--- src/rtl/instr_fetch_stage.sv ---
// Instruction fetch stage: latches the PC, runs a req/ack transaction with
// instruction memory, registers the returned word with its address and offers
// it to decode over valid/ready. pc_hold keeps the PC recirculating until
// decode takes the instruction. A flush abandons any fetch in flight, and a
// memory that never answers parks the stage in a sticky error state that only
// reset clears.
// TIMEOUT must lie in 2..255 (the wait counter is 8 bits wide).
module instr_fetch_stage #(
    parameter int unsigned ADDR_W  = 32,
    parameter int unsigned DATA_W  = 32,
    parameter int unsigned TIMEOUT = 16
) (
    input  logic              clk,
    input  logic              reset,
    input  logic [ADDR_W-1:0] pc_addr,
    output logic              pc_hold,
    input  logic              flush,
    output logic              imem_req,
    output logic [ADDR_W-1:0] imem_addr,
    input  logic              imem_ack,
    input  logic [DATA_W-1:0] imem_rdata,
    output logic              inst_valid,
    output logic [DATA_W-1:0] inst_data,
    output logic [ADDR_W-1:0] inst_pc,
    input  logic              inst_ready,
    output logic              fetch_err,
    output logic [31:0]       fetch_count
);

    typedef enum logic [1:0] {
        IDLE,
        REQ,
        HOLD,
        ERR
    } state_t;

    // Last cycle REQ may wait before giving up on the memory.
    localparam logic [7:0] WAIT_LAST = 8'(TIMEOUT - 1);

    state_t     state;
    logic [7:0] wait_cnt;

    // Fetch sequencer: all outputs except pc_hold are registered here.
    always_ff @(posedge clk) begin
        if (reset) begin
            state       <= IDLE;
            imem_req    <= 1'b0;
            imem_addr   <= '0;
            inst_valid  <= 1'b0;
            inst_data   <= '0;
            inst_pc     <= '0;
            fetch_err   <= 1'b0;
            fetch_count <= '0;
            wait_cnt    <= '0;
        end else begin
            case (state)
                IDLE: begin
                    if (flush) begin
                        imem_req   <= 1'b0;
                        inst_valid <= 1'b0;
                        wait_cnt   <= '0;
                    end else begin
                        imem_addr <= pc_addr;
                        imem_req  <= 1'b1;
                        wait_cnt  <= '0;
                        state     <= REQ;
                    end
                end

                REQ: begin
                    if (flush) begin
                        // Any ack arriving with the flush belongs to the old path.
                        imem_req   <= 1'b0;
                        inst_valid <= 1'b0;
                        wait_cnt   <= '0;
                        state      <= IDLE;
                    end else if (imem_ack) begin
                        inst_data  <= imem_rdata;
                        inst_pc    <= imem_addr;
                        inst_valid <= 1'b1;
                        imem_req   <= 1'b0;
                        state      <= HOLD;
                    end else if (wait_cnt == WAIT_LAST) begin
                        imem_req  <= 1'b0;
                        fetch_err <= 1'b1;
                        state     <= ERR;
                    end else begin
                        wait_cnt <= wait_cnt + 8'd1;
                    end
                end

                HOLD: begin
                    if (flush) begin
                        // Flush wins over a simultaneous ready: nothing is handed off.
                        imem_req   <= 1'b0;
                        inst_valid <= 1'b0;
                        wait_cnt   <= '0;
                        state      <= IDLE;
                    end else if (inst_ready) begin
                        inst_valid  <= 1'b0;
                        fetch_count <= fetch_count + 32'd1;
                        state       <= IDLE;
                    end
                end

                ERR: begin
                    imem_req   <= 1'b0;
                    inst_valid <= 1'b0;
                    fetch_err  <= 1'b1;
                end

                default: begin
                    state <= IDLE;
                end
            endcase
        end
    end

    // Let the PC advance only on a real handoff or a redirect.
    always_comb begin
        pc_hold = reset | (~(inst_valid & inst_ready) & ~flush);
    end

endmodule

--- config.mk ---
export PLATFORM = sky130hd
export DESIGN_NAME = instr_fetch_stage
export DESIGN_NICKNAME = d
export VERILOG_FILES = /design/src/rtl/instr_fetch_stage.sv
export SDC_FILE = /design/constraint.sdc
export NUM_CORES = 1
export LEC_CHECK = 0
export ABC_AREA = 1
export ABC_CLOCK_PERIOD_IN_PS = 1800
export BUFFER_PORTS_ARGS = -buffer_cell sky130_fd_sc_hd__buf_4
export CORE_MARGIN = 8
export CORE_UTILIZATION = 40
export DETAILED_ROUTE_END_ITERATION = 10
export PLACE_DENSITY = 0.62
export SYNTH_ARGS = -nofsm -noshare
export SYNTH_HDL_FRONTEND = slang
export SYNTH_SLANG_ARGS = --single-unit
--- constraint.sdc ---
create_clock -name clk -period 1.8 [get_ports clk]
set_input_delay 0.27 -clock clk [delete_from_list [all_inputs] [get_ports clk]]
set_output_delay 0.27 -clock clk [all_outputs]
set_load 0.01 [all_outputs]
* Word level (Yosys, flattened, before mapping)
Cells that the tools add are included.
** Word-level totals
- Register bits :: 141
- Latch bits :: 0
- RAM bits :: 0
- Memory bits (read-only) :: 0
- Input port bits :: 69
- Output and inout bits :: 132
- Word-level logic and storage cells :: 69
- Memories :: 0
** Cells by class
- $add $sub $neg :: 2
- $mul :: 0
- Div/mod/pow operators :: 0
- $lt $le $gt $ge :: 0
- Eq/ne operators :: 15
- Shift-type cells :: 0
- Muxes and demuxes :: 27
- Bitwise operators :: 5
- Reduce and logical (&&, ||, !) cells :: 11
** Operators by type and width (number)
- adder 32 x 1 -> 32 bit (second input constant) :: 1
- 2-to-1 mux 8 bit :: 4
- one-hot mux 8 bit (3 select lines) :: 1
- 2-to-1 mux 1 bit :: 12
- 2-to-1 mux 2 bit :: 6
- inequality test 2 bit (second input constant) :: 6
- inequality test 3 bit (second input constant) :: 4
- AND reduction 4 bit :: 3
- AND reduction 3 bit :: 3
- adder 8 x 1 -> 8 bit (second input constant) :: 1
- == test 8 x 4 -> 1 bit (second input constant) :: 1
- one-hot mux 1 bit (4 select lines) :: 2
- one-hot mux 2 bit (3 select lines) :: 1
- == test 2 bit (second input constant) :: 2
- inequality test 4 bit (second input constant) :: 1
- AND reduction 2 bit :: 2
- nonzero test 3 bit :: 1
- AND 1 bit :: 2
- == test 2 x 1 -> 1 bit (second input constant) :: 1
- logical NOT 2 bit :: 1
- inverter 1 bit :: 2
- one-hot mux 1 bit (2 select lines) :: 1
- nonzero test 2 bit :: 1
- bitwise OR 1 bit :: 1

* Depth between registers and ports, before layout
- Depth after elaboration :: 5
- Mapped depth :: 10
- Mapped depth without buffers :: 10

* Worst setup path before layout
OpenSTA, ideal clock, no wires.
- Path type :: register to register
- Start :: reg fetch_count[0]
- End :: reg fetch_count[12]
- Setup time :: 128 ps
- Arrival :: 1373 ps
- Path slack :: 300 ps
- Cell stages (with the launch flop) :: 9
- Clock period less this slack :: 1500 ps
- Path through :: dfxtp_1 ha_1 nand2_1 nor2_1 nand2_1 nor2_4 nand2_1 xor2_1 nor2_1
** Between the ends
- Longest elaborated chain between the ends :: 1
** Ends and longest elaborated chain
- start, declared :: RTL line 27 : output logic [31:0] fetch_count
- start signal, assigned :: RTL line 101 : fetch_count <= fetch_count + 32'd1;
- adder 32 x 1 -> 32 bit :: RTL line 101
Every way passes these cells.
A chain may end at the register's enable or synchronous reset.

* Worst setup path after layout
- Start :: reg state[1]
- End :: reg inst_pc[16]
** Between the ends
- Longest elaborated chain between the ends :: 2
** Ends and longest elaborated chain
- start, declared :: RTL line 40 : state_t state;
- start signal, assigned :: RTL line 46 : state <= IDLE;
- start signal, assigned :: RTL line 66 : state <= REQ;
- start signal, assigned :: RTL line 76 : state <= IDLE;
- == test 2 x 1 -> 1 bit :: RTL line 56 : case (state)
- AND reduction 3 bit (no source line)
- end signal, assigned :: RTL line 79 : inst_pc <= imem_addr;
- end, declared :: RTL line 24 : output logic [ADDR_W-1:0] inst_pc,
Every way passes these cells.

==> flow_metrics.tcl <==
set metrics [dict create \
    muxShareOfSynthArea 0 \
    syn_inst 803 \
    worstSetupEndpointType "flip-flop" \
    track_usage 0.190 \
    hold_violations 0 \
    avgRoutedWirePerCell_um 15.0 \
    clock_sinks 141 \
    power_density_nw_per_um2 1050 \
    synth_seq_cells 141 \
    initialDrtViolationCount 297 \
    synthTopCellsByArea "dfxtp_1, nor2_1, nand2_1" \
    dieArea_um2 18600 \
    synth.top_cell.area_share 0.487 \
    place_inst 1161 \
    synth_top_cell_by_area "dfxtp_1" \
    vias 5728 \
    die-height_um 136 \
    cts_tree "yes" \
    antenna_found_initial 0 \
    synthAdderAreaFrac 0.00432 \
    place_ws_ps 195 \
    synth_enable_flop_cells 0 \
    yosysSeqAreaShare 0.487 \
    cp.arrival_ps 1890 \
    fin_skew_ps 8.54 \
    rows 44 \
    synth_most_common_cell "nor2_1" \
    status "finished clean" \
    worstMarginPinSlew_ps 555 \
    synth-xor-area-share 0.00908 \
    ys_types 32 \
    synth_flop_cell "dfxtp_1" \
    drtAntennaViolNets 0 \
    nNetsFinal 1067 \
    clock_latency_ps 410 \
    ys_warn_count 0 \
    clk_pin_slew_ps 50 \
    rsz0062_at_grt "false" \
    n_antenna_cell 0 \
    finalCriticalPeriod_ps 1550 \
    whs_ps 96.8 \
    critical_path.startpoint_type "flip-flop" \
    via_per_inst 4.81 \
    cp_max_fo 49 \
    hpwl_mm 12.9 \
    core_region_area_um2 14300 \
    post-cts-setup-buffer-count 0 \
    cts_max_level 4 \
    synth_compound_area_frac 0.111 \
    leakage_nw 3.54 \
    io_buffers 200 \
    synthArstFlopShare 0 \
    cp_data_required_time_ps 2140 \
    io_pins 201 \
    cts_buffer_depth 2 \
    maxCapViolCount 0 \
    gp_congestion 0.810 \
    drt_first_pass_iters 5 \
    finalSetupViolations 0 \
    relSlewSlack 0.630 \
    drive_gt1_frac 0.265 \
    synth_top_family_by_area "simple AND/OR/NAND/NOR gates" \
    initial_core_util 0.405 \
    syn_nets 874 \
    crit_type "reg2reg" \
    drc 0 \
    drt_wl_total_mm 17.8 \
    max_freq_mhz 645 \
    cts_buffers 17 \
    grt-ovfl-total 0 \
    cts_root_buffer "clkbuf_16" \
    die-width_um 136 \
    grt_pass1_wl_mm 27.9 \
    utilization 0.563 \
    tns_ps 0 \
    netlist_area_um2 5790 \
    syn_avg_cell_area_um2 7.21 \
    grt_pass1_vias 5394 \
    yosys.area_share.simple 0.323 \
    post-route-period-util 0.861 \
    grt_max_degree 108 \
    holdCritPathClass "in2reg" \
    area_delta_synth_final_pct 39.0 \
    slew_violations 0 \
    synthTopCellsByCount "nor2_1, dfxtp_1, nand2_1, o21ai_0, o21ai_1" \
    fin_ws_ps 250 \
    ir_drop_uv 599 \
    instances_no_fill 1191 \
]
sequential cells by signal, indices dropped and copies added, names as in the netlist:
register     cells
wait_cnt         8
fetch_count     32
inst_data       32
imem_req         1
imem_addr       32
inst_pc         32
inst_valid       1
state            2
fetch_err        1
through the flow:
step / total power (W) / cell area (µm²)
global route: 0.00880 / 8050
CTS: 0.00852 / 8050
global placement: 0.00494 / 7450
floorplan: 0.00427 / 5790
finish: 0.00844 / 8050
detailed placement: 0.00495 / 7450
worst max-delay path, cell delays in order, from the launching register on:
cell     delay (ps)
dfxtp_1         420
inv_2            70
nand2_2         120
nor2_4           60
nand2_4          70
buf_4           450
o21ai_0         140
nor2_1          110
kinds of logic (layout without fill, tap and decap cells):
logic type,after synthesis,count (layout)
AND/OR/NAND/NOR,448,448
flip-flops,141,141
AO/OA/AOI/OAI,128,128
buffers and inverters,78,282
XOR/XNOR,6,6
adder cells (fa/ha/maj),2,2
area by class of cell:
type	instances	area [µm²]
tap	184	230
clock buffer	24	492
inverter	42	160
sequential	141	2820
fill	1448	6260
timing repair buffer	210	1640
clock inverter	6	109
multi-input combinational	584	2600
report_power, final:
part	internal, W	leakage, nW	total, W	switching, W
combinational	0.000620	2.09	0.00136	0.000738
clock	0.00231	0.296	0.00357	0.00126
sequential	0.00336	1.15	0.00351	0.000151
path summary, 6_finish.rpt:
path / from / endpoint / slack (ps) / depth (start not counted)
hold reg to reg: imem_req$_SDFFE_PP0P_ / imem_req$_SDFFE_PP0P_ / 470 / 2
setup / recovery: state[1]$_SDFFE_PP0P_ / inst_pc[16]$_SDFFE_PP0N_ / 250 / 7
hold / removal: imem_rdata[20] / inst_data[20]$_SDFFE_PP0N_ / 100 / 3
setup reg to reg: state[1]$_SDFFE_PP0P_ / inst_pc[16]$_SDFFE_PP0N_ / 250 / 7
placed cells by master, fill, tap and decap left out, types with 10 or more instances in the layout:
cell type	instances
o21ai_1	51
dfxtp_1	141
nor2_1	269
inv_1	35
a21oi_1	22
nand3_1	31
clkbuf_16	17
nand2_1	104
o21ai_0	53
nand4_1	10
buf_4	205
nor2_2	11
metal layers:
metal,part of all wire,vias up,GRT usage
li1,-,2952,-
met1,0.45,2570,0.230
met2,0.46,186,0.316
met3,0.073,20,0.0506
met4,0.015,0,0.0708
met5,0,-,0
timing repair:
item	in CTS	in global routing
hold buffers	0	0
resized for setup	0	2
endpoints found under the setup margin	0	6
No activity file was read; power rests on OpenSTA's default activity.
